File: src/rtl/n13_frame_loader.sv
`default_nettype none
// ============================================================================
// Module      : n13_frame_loader
// Description : Input stage for the 4x4 n13 AN-decoding array. It takes
//               6-bit AN codewords (A = 13), one per in_valid/in_ready
//               handshake, and packs them row-major into a 16-cell frame.
//               Each complete frame is presented as one 96-bit word. Two
//               frame banks ping-pong, so one bank can fill while the
//               downstream decoder holds the other.
//
// Ports       : clk, rst        - single clock, synchronous active-high reset
//               in_valid/ready  - codeword input handshake
//               in_data [5:0]   - codeword for the next cell
//               in_last         - accepted word closes its frame
//               frame_valid/ready - frame output handshake
//               frame_data [95:0] - cell k at bits [6k+5:6k]
//               frame_padded    - presented frame was closed early
//               frame_err_cnt [4:0] - non-codeword cells in presented frame
//
// Parameter   : PAD_VAL - fill value for cells left empty by an early close
//               (must be a multiple of 13)
//
// Macro       : N13_FRAME_ERRCNT_EN - when defined, every accepted word is
//               checked for in_data mod 13 != 0 and counted per bank.
//               When undefined, frame_err_cnt is tied to zero.
//
// Revision    : 1.0 - initial release
// ============================================================================
module n13_frame_loader #(
    parameter logic [5:0] PAD_VAL = 6'd0
) (
    input  logic        clk,
    input  logic        rst,
    input  logic        in_valid,
    output logic        in_ready,
    input  logic [5:0]  in_data,
    input  logic        in_last,
    output logic        frame_valid,
    input  logic        frame_ready,
    output logic [95:0] frame_data,
    output logic        frame_padded,
    output logic [4:0]  frame_err_cnt
);

    // Per-bank state encoding
    localparam logic [1:0] c_EMPTY   = 2'd0;
    localparam logic [1:0] c_FILLING = 2'd1;
    localparam logic [1:0] c_FULL    = 2'd2;
    localparam logic [3:0] c_LAST_IDX = 4'd15;

    logic [1:0]  r_state [0:1];
    logic [95:0] r_data  [0:1];
    logic [1:0]  r_pad;
    logic        r_wr_ptr;
    logic        r_rd_ptr;
    logic [3:0]  r_wr_idx;

    logic        w_accept;
    logic        w_close;
    logic        w_early;
    logic        w_consume;

    // in_ready depends only on registered state, never on in_valid.
    assign in_ready    = (r_state[r_wr_ptr] != c_FULL);
    assign frame_valid = (r_state[r_rd_ptr] == c_FULL);

    assign w_accept  = in_valid & in_ready;
    assign w_early   = in_last & (r_wr_idx != c_LAST_IDX);
    assign w_close   = w_accept & (in_last | (r_wr_idx == c_LAST_IDX));
    assign w_consume = frame_valid & frame_ready;

    assign frame_data   = r_data[r_rd_ptr];
    assign frame_padded = r_pad[r_rd_ptr];

    // Consume and fill never target the same bank in one cycle: a consume
    // needs the read bank FULL, an accept needs the fill bank not FULL.
    always_ff @(posedge clk) begin
        if (rst) begin
            r_state[0] <= c_EMPTY;
            r_state[1] <= c_EMPTY;
            r_data[0]  <= '0;
            r_data[1]  <= '0;
            r_pad      <= '0;
            r_wr_ptr   <= 1'b0;
            r_rd_ptr   <= 1'b0;
            r_wr_idx   <= '0;
        end else begin
            if (w_consume) begin
                r_state[r_rd_ptr] <= c_EMPTY;
                r_rd_ptr          <= ~r_rd_ptr;
            end
            if (w_accept) begin
                // Write the addressed cell; on an early close every cell
                // above it receives the pad value on the same edge.
                for (int k = 0; k < 16; k++) begin
                    if (4'(k) == r_wr_idx) begin
                        r_data[r_wr_ptr][6*k +: 6] <= in_data;
                    end else if (w_early && (4'(k) > r_wr_idx)) begin
                        r_data[r_wr_ptr][6*k +: 6] <= PAD_VAL;
                    end
                end
                if (w_close) begin
                    r_state[r_wr_ptr] <= c_FULL;
                    r_pad[r_wr_ptr]   <= w_early;
                    r_wr_idx          <= '0;
                    r_wr_ptr          <= ~r_wr_ptr;
                end else begin
                    r_state[r_wr_ptr] <= c_FILLING;
                    r_wr_idx          <= r_wr_idx + 4'd1;
                end
            end
        end
    end

`ifdef N13_FRAME_ERRCNT_EN
    logic [4:0] r_err [0:1];
    logic       w_bad;

    // Constant-divisor modulus over a 6-bit operand: a 64-entry function.
    assign w_bad = ((in_data % 6'd13) != 6'd0);

    // Counter restarts on the first write of a frame; pad cells are never
    // presented here so they cannot count.
    always_ff @(posedge clk) begin
        if (rst) begin
            r_err[0] <= '0;
            r_err[1] <= '0;
        end else if (w_accept) begin
            r_err[r_wr_ptr] <= ((r_wr_idx == 4'd0) ? 5'd0 : r_err[r_wr_ptr])
                               + {4'd0, w_bad};
        end
    end

    assign frame_err_cnt = r_err[r_rd_ptr];
`else
    assign frame_err_cnt = 5'd0;
`endif

endmodule
`default_nettype wire

File: config.mk
export PLATFORM = sky130hd
export DESIGN_NAME = n13_frame_loader
export DESIGN_NICKNAME = d
export VERILOG_FILES = /design/src/rtl/n13_frame_loader.sv
export SDC_FILE = /design/constraint.sdc
export NUM_CORES = 1
export LEC_CHECK = 0
export ABC_AREA = 1
export CORE_MARGIN = 1
export CORE_UTILIZATION = 55
export CTS_BUF_LIST = sky130_fd_sc_hd__clkbuf_16
export DETAILED_ROUTE_END_ITERATION = 7
export PLACE_DENSITY = 0.88
export SYNTH_ARGS = -nofsm -noshare
export SYNTH_HDL_FRONTEND = slang
export SYNTH_SLANG_ARGS = --single-unit
File: constraint.sdc
create_clock -name clk -period 4.6 [get_ports clk]
set_clock_uncertainty 0.15 [all_clocks]
set_input_delay 1.38 -clock clk [delete_from_list [all_inputs] [get_ports clk]]
set_output_delay 1.38 -clock clk [all_outputs]
set_load 0.02 [all_outputs]
==> results_dict.tcl, run 1 <==
set metrics [dict create \
    status "finished with violations" \
    violations "design-rule violations" \
    finalSetupTns_ns 0 \
    crit_path_end_kind "primary output" \
    grt_overflow 0 \
    root_buffer "clkbuf_16" \
    cts-buffers-inserted 20 \
    postCtsSetupBuffers 0 \
    grt_pass1_wl_mm 34.1 \
    cpPeakStageDelay_ns 0.65 \
    vias 6974 \
    vias_per_cell 5.71 \
    post_cts_resized 0 \
    ant_nets 0 \
    synth_area_mm2 0.00998 \
    min_period_ns 4.07 \
    setup_slack_ns 0.535 \
    clockBufferDepth 3 \
    worst-path-buf-inv 2 \
    crit_family "buffers and inverters" \
    ctsHtreeMaxLevel 1 \
    ys_async_sr_fraction_pct 0 \
    die_area_mm2 0.0187 \
    wl_per_cell_um 18.5 \
    relSlewSlack_pct 36.5 \
    place_congestion 0.937 \
    drive_above_1_share_pct 17.2 \
    fp.coreArea_mm2 0.0175 \
    p_leak_uw 0.00506 \
    period_share_pct 88.4 \
    clkSinkCount 206 \
    cpMaxStageDelayCell "dfxtp_4" \
    crit_fanout 66 \
    num-nets-final 999 \
    grt_use_total_pct 24.2 \
    area_growth_pct 18.3 \
    ioPinCount 115 \
    clk_latency_ns 0.50 \
    clkTransAtPathRegs_ns 0.06 \
    fp-row-count 48 \
    r2r-start "r_wr_idx[0]" \
    grt_antenna_before_repair 0 \
    grt_max_degree 67 \
    ir_drop_uv 322 \
    hp-start "r_rd_ptr" \
    cts_tree "done" \
    setup_violations 0 \
    syn_inst 895 \
    maxSlewViolCount 0 \
    synthTopCellsByCount "196 x edfxtp_1, 137 x nor2_1, 129 x nand2_1" \
    die_w_um 137 \
    num_antenna_cells 0 \
    synthDominantCellAreaShare_pct 59.0 \
    hpwl_mm 15.1 \
    drc 11 \
    rsz0062_at_grt "false" \
    clock.fmax_mhz 246 \
    synth_top_area_cell "edfxtp_1" \
    yosysWarnings 0 \
    max_cap_viol_count 0 \
    dr.pass1.iters 8 \
    ys_ff_latch 206 \
    initial_core_util_pct 56.9 \
    hold_violations 0 \
    post-place-ws_ns 0.786 \
    synth.most_common_cell "edfxtp_1" \
    powerDensity_mw_per_mm2 379 \
    syn_avg_cell_area_um2 11.2 \
    worst_pin_slew_ns 0.953 \
    synth_edf_count 196 \
    path_class "register to primary output" \
    start_kind "register" \
    path_cells "buf_12, mux2_2, clkdlybuf4s50_1" \
    wl_mm 22.6 \
    synth_cell_types 32 \
    grt_pass1_vias 6558 \
    hold_class "register to register" \
    holdBufCountCts 0 \
    arrival_ns 2.54 \
    portBuffers 109 \
    required_ns 3.07 \
    drt_iter0_markers 753 \
    ys_seq_area_share_pct 61.0 \
    ys.flop_type "edfxtp_1" \
    ys_top_cells_by_area "edfxtp_1 59%, mux2_2 11%, nor2_1 5.2%" \
    die-height_um 137 \
]
## layer usage
layer	vias up	share of wire, %	GRT usage, %	wire [um]
met4	0	2.2	7.22	498
met5	-	0	0	0
li1	3247	-	-	-
met1	3340	40	31.9	9100
met2	336	50	41.0	11200
met3	51	7.9	4.11	1780
## report_power, final
group | internal (uW) | switching, uW | total [uW]
clock network | 938 | 681 | 1620
logic | 264 | 403 | 666
registers | 2150 | 39.5 | 2190
total | 3360 | 1120 | 4480
## kinds of logic (layout without fill, tap and decap cells)
kind of cell / after synthesis / after routing / share of synthesized area [%]
AOI/OAI and AO/OA: 21 / 21 / 1.13
xor gates and xnor gates: 1 / 1 / 0.0878
adders and majority gates: 6 / 6 / 0.752
buffers and inverters: 152 / 249 / 6.62
DFF: 206 / 206 / 61.0
muxes: 96 / 96 / 10.8
other: 1 / 5 / 0.0376
and+or+nand+nor: 412 / 412 / 19.6
## stage by stage
step,cells,hold slack [ns],total power (uW),util (%),cell area [um2]
floorplan,899,0.339,2630,-,10000
global placement,1185,0.362,2880,63.6,11200
detailed placement,1185,0.370,2890,63.6,11200
CTS,1221,0.379,4480,67.3,11800
global route,1221,0.417,4590,67.3,11800
finish,1221,0.377,4480,67.3,11800
## layout by cell type (no fill, tap or decap), drive strengths merged
cell / n
nand3b: 2
nor2: 143
nor3: 27
nand2: 147
xor2: 1
o211ai: 1
clkinvlp: 1
nand4: 62
conb: 5
bufinv: 2
o31ai: 1
ha: 6
o21ai: 11
edfxtp: 196
clkbuf: 21
buf: 12
clkinv: 10
nand3: 31
clkdlybuf4s50: 109
o21bai: 1
dfxtp: 10
inv: 94
mux2: 96
a21oi: 7
## flip-flops by register name (all words and copies together) (netlist names), named ones only
signal,cells
r_wr_idx,4
r_state,4
r_pad,2
r_data,192
r_rd_ptr,1
r_wr_ptr,1
## final timing paths
kind / endpoint / slack (ns) / cells past startpoint
setup reg to reg: r_data[1][65] / 1.88 / 9
setup / recovery: frame_data[68] / 0.53 / 3
hold reg to reg: r_rd_ptr / 0.38 / 2
hold / removal: r_rd_ptr / 0.38 / 2
## worst min-delay path: stages (launching register included)
cell and delay [ns]:
dfxtp_1 0.33, inv_1 0.09, a21oi_1 0.06
## cell type report
type / instances / area [um2]
Tap cell: 225 / 282
Fill cell: 1264 / 5730
Inverter: 92 / 345
Clock inverter: 15 / 121
Clock buffer: 21 / 526
Timing Repair Buffer: 121 / 1190
Multi-Input combinational cell: 541 / 3250
Sequential cell: 206 / 6090
Power figures use the tool's default switching activity.
==> inputs of run 2 (changes only) <==
--- a/config.mk
+++ b/config.mk
@@ -10,7 +10,9 @@
 export CORE_UTILIZATION = 55
 export CTS_BUF_LIST = sky130_fd_sc_hd__clkbuf_16
 export DETAILED_ROUTE_END_ITERATION = 7
+export HOLD_SLACK_MARGIN = 0.1
 export PLACE_DENSITY = 0.88
+export RECOVER_POWER = 100
 export SYNTH_ARGS = -nofsm -noshare
 export SYNTH_HDL_FRONTEND = slang
 export SYNTH_SLANG_ARGS = --single-unit
==> constraint.sdc (replaced) <==
create_clock -name clk -period 4.4 [get_ports clk]
set_clock_uncertainty 0.15 [all_clocks]
set_input_delay 1.32 -clock clk [delete_from_list [all_inputs] [get_ports clk]]
set_output_delay 1.32 -clock clk [all_outputs]
set_load 0.02 [all_outputs]
==> results_dict.tcl, run 2 (synthesis results as in run 1) <==
set metrics [dict create \
    design_area_mm2 0.0118 \
    wl_mm 22.8 \
    root_buffer "clkbuf_16" \
    dp_cells 1188 \
    ant_nets 0 \
    period_share_pct 92.3 \
    postCtsSetupBuffers 0 \
    hpwl_mm 15.3 \
    pwr-share-seq_pct 48.7 \
    portBuffers 109 \
    arrival_ns 2.59 \
    vias 6987 \
    crit_fanout 30 \
    drc 0 \
    largest_reg_flops 192 \
    clkSinkCount 206 \
    num_antenna_cells 0 \
    start_kind "register" \
    relSlewSlack_pct 10.7 \
    fin_cells 1224 \
    setup_slack_ns 0.337 \
    min_period_ns 4.06 \
    place_congestion 0.948 \
    worst-path-buf-inv 2 \
    path_cells "clkbuf_2, mux2_2, clkdlybuf4s50_1" \
    holdBufCountCts 0 \
    grt_pass1_wl_mm 35.1 \
    finalSetupTns_ns 0 \
    grt_antenna_before_repair 1 \
    die_w_um 137 \
    cts-buffers-inserted 20 \
    ir_drop_uv 284 \
    top_register "r_data" \
    path_class "register to primary output" \
    die_area_mm2 0.0187 \
    grt_pass1_vias 6885 \
    area_growth_pct 18.2 \
    internal_power_uw 3550 \
    ctsHtreeMaxLevel 1 \
    p_leak_uw 0.00517 \
    netSwitchingFraction_pct 24.7 \
    clock.fmax_mhz 246 \
    cpMaxStageDelayCell "dfxtp_4" \
    power_switching_uw 1170 \
    grt_max_degree 57 \
    r2r_slack_ns 1.28 \
    drive_above_1_share_pct 16.1 \
    wl_per_cell_um 18.6 \
    clockBufferDepth 3 \
    cts_tree "done" \
    crit_family "buffers and inverters" \
    drt_iter0_markers 754 \
    worst_pin_slew_ns 1.34 \
    fp.coreArea_mm2 0.0175 \
    clkTransAtPathRegs_ns 0.06 \
    num-nets-final 1002 \
    powerDensity_mw_per_mm2 400 \
    grt_use_total_pct 25.0 \
    vias_per_cell 5.71 \
    post_dp_cell_area_mm2 0.0112 \
    required_ns 2.93 \
    cpPeakStageDelay_ns 0.62 \
    ioPinCount 115 \
    clk_latency_ns 0.51 \
    hold_violations 0 \
    rsz0062_at_grt "false" \
    die-height_um 137 \
    post_cts_resized 0 \
    top_regs "r_data (192), r_state (4), r_wr_idx (4)" \
    grt_overflow 0 \
    maxSlewViolCount 0 \
    fp-row-count 48 \
    comb_power_share_pct 14.2 \
    final_cell_mix "196 x edfxtp_1, 140 x nor2_1, 140 x nand2_1, 96 x mux2_2, 91 x inv_1" \
    dr.pass1.iters 6 \
    status "finished, final reports clean" \
    clockPowerShare_pct 37.1 \
    initial_core_util_pct 56.9 \
    max_cap_viol_count 0 \
    setup_violations 0 \
    mostFrequentLayoutCell "edfxtp_1" \
    post-place-ws_ns 0.614 \
    crit_path_end_kind "primary output" \
    hold_class "register to register" \
]
## run 2: cell count changes in the layout (fill, tap and decap cells not counted), sizes merged
cell           delta
inv               -1
clkbuf            +3
bufinv            +1
clkdlybuf4s50    -62
dlygate4sd3      +62
## run 2: tightest hold or removal path, stage by stage, from the launching register on
cell and delay, ns:
dfxtp_1 0.33, inv_1 0.09, a21oi_1 0.06
## run 2: stage by stage
| step | hold slack, ns | utilization [%] | total power, uW |
|---|---|---|---|
| final | 0.371 | 67.3 | 4710 |
| after global routing | 0.419 | 67.3 | 4830 |
| after CTS | 0.370 | 67.6 | 4740 |
| after detailed placement | 0.360 | 63.8 | 3030 |
| after global placement | 0.349 | 63.8 | 3010 |
| after floorplan | 0.339 | - | 2750 |
## run 2: path summary, 6_finish.rpt
check | from | end | cells past startpoint
max reg2reg | r_wr_ptr | r_data[1][74] | 5
max | register | frame_data[7] | 3
min reg2reg | r_rd_ptr | register | 2
min | r_rd_ptr | register | 2
## run 2: area by class of cell
| class | count | area [um2] |
|---|---|---|
| sequential | 206 | 6090 |
| fill | 1272 | 5740 |
| multi-input combinational | 541 | 3200 |
| timing repair buffer | 124 | 1210 |
| clock buffer | 21 | 526 |
| inverter | 92 | 345 |
| tap | 225 | 282 |
| clock inverter | 15 | 144 |
## run 2: routing by layer
layer  GRT usage, %  vias to the layer above  wire [um]
li1               -                     3249          -
met1           31.0                     3295       8810
met2           42.8                      363      11300
met3           4.89                       80       1900
met4           10.0                        0        799
met5              0                        -          0
## run 2: power by group through the flow
stage               registers, uW  logic [uW]  clock network (uW)
finish                       2300         672                1750
global route                 2300         716                1810
CTS                          2300         698                1740
detailed placement           2340         692                   0
global placement             2330         683                   0
floorplan                    2310         444                   0
==> variant (settings of run 2) <==
Build with the macro `N13_FRAME_ERRCNT_EN` defined.
--- a/src/rtl/n13_frame_loader.sv
+++ b/src/rtl/n13_frame_loader.sv
@@ -26,6 +26,8 @@
 //
 // Revision    : 1.0 - initial release
 // ============================================================================
+`define N13_FRAME_ERRCNT_EN
+
 module n13_frame_loader #(
     parameter logic [5:0] PAD_VAL = 6'd0
 ) (
Check against the original RTL: not settled (the Yosys comparison gave no result); the edit may change what the design does.
==> variant against run 2 <==
First-iteration DRC count grew 3.3%; total power grew 6.6%; critical endpoint is now frame_data[82]; wire length grew 7.9%; count of clock-buffer cells in the layout grew 2; via count grew 8.4%; synthesized cell count grew 7.7%; area after synthesis grew 4.9%; setup slack lost 0.18 ns; highest routed layer is now met5; sequential cell count grew 10; design area grew 5.5%.
==> variant: results <==
[logic_synthesis]
synth_fp_nets = 984
yosys-top-cells-count = "edfxtp_1, nor2_1, nand2_1, mux2_2, inv_1"
synth_xor_area_frac = 0.00335
yosysSeqAreaShare = 0.610
synth_edf_count = 206
synth_compound_area_frac = 0.0176
synth.area.top_cells = "edfxtp_1, mux2_2, nor2_1"
yosys_warnings = 0
synth.area.mux_share = 0.103
yosysUniqueCellTypes = 33
synthCells = 964
synthAdderAreaFrac = 0.0108

[placement]
gp_congestion = 0.932
io_buffers = 114
hpwlAfterDp_mm = 17.0
place_ws_ns = 0.0476
place_inst = 1289

[clock_network]
worstSkewPairLatency_ns = 0.51
postCtsResizedCells = 0
cts.reportedPaths.clkPinSlew_ns = 0.06
cts_buffer_depth = 3
cts-root-buf = "clkbuf_16"
cts-htree-levels = 1
numCtsBuffers = 23
cts_setup_buffers = 0

[global_route]
grtUsageTotal = 0.254
grt_pass1_wl_mm = 39.0
grt_pass1_vias = 7695
grt_max_degree = 48

[routing]
wl_mm = 24.6
wl_met1_mm = 9.48
drt_first_iter_violations = 779
highest_layer = "met5"
met2_length_mm = 12.5
dr.pass1.iters = 5
wl_met3_mm = 1.91
vias_per_cell = 5.69
vias = 7571

[final_layout]
reg_top3 = "r_data x192, r_err x10"
fill_cells = 1328
drive_gt1_frac = 0.156
fin_nets = 1100

[worst_setup_path]
cp.arrival_ns = 2.77
path_delay_family = "buffers and inverters"
critPathMaxFanout = 30
cpMaxStageDelayCell = "dfxtp_2"
cpPeakStageDelay_ns = 0.85
r2r_cells = 7

[hold_path]
min_path_type = "reg2reg"
min_path_cells = 2

[timing]
worst_pin_slew_ns = 0.958
setup_tns_ns = 0

[power]
p_leak_nw = 5.33
ir_drop_v = 0.000264

[status]
outcome = "finished clean"
-- variant: changes by cell type in the layout (fill, tap and decap cells not counted), moves of 5 or more --
cell,delta
nand2_1,+54
nand4_1,-32
nand3_1,+6
nor2_1,+44
inv_1,-11
conb_1,-5
edfxtp_1,+10
o21ai_0,+12
dlygate4sd3_1,+16
buf_4,+9
nand3_2,-6
nand2_2,+5
clkdlybuf4s50_1,-11
-- variant: path summary, 6_finish.rpt --
path	from	endpoint	slack (ns)
max reg2reg	register	r_data[1][52]$_SDFFCE_PN0P_	1.12
min	r_pad[0]$_SDFFE_PP0P_	r_pad[0]$_SDFFE_PP0P_	0.42
max	register	frame_data[82]	0.16
min reg2reg	r_pad[0]$_SDFFE_PP0P_	r_pad[0]$_SDFFE_PP0P_	0.42
-- variant: per-stage QoR --
step	cell area [µm²]	utilization
after floorplan	10500	-
after global placement	11900	0.634
after detailed placement	11900	0.634
after CTS	12600	0.672
after global routing	12400	0.665
final	12400	0.665
-- variant: tightest hold or removal path: stages, from the launching register on --
cell and delay (ns):
dfxtp_1 0.34, o21ai_0 0.09, a21oi_1 0.10
-- variant: final cells by class --
cell class,count,area share
Clock buffer,23,0.0462
Sequential cell,216,0.513
Tap cell,234,0.0235
Clock inverter,18,0.0110
Multi-Input combinational cell,627,0.278
Timing Repair Buffer,135,0.105
Inverter,77,0.0232
-- variant: report_power, final --
part | switching, W | internal (W)
registers | 0.0000457 | 0.00237
clock network | 0.000784 | 0.00107
logic | 0.000467 | 0.000288
total | 0.00130 | 0.00373
-- variant: cell families after synthesis --
family,after synthesis
adder cells (fa/ha/maj),9
XOR/XNOR,4
AO/OA/AOI/OAI,33
buffers and inverters,121
flip-flops,216
AND/OR/NAND/NOR,485
multiplexers,96
-- variant: per-layer routing --
metal,up-vias,global-route usage
met5,-,0
met4,2,0.102
met3,67,0.0410
met2,375,0.442
met1,3620,0.318
li1,3507,-
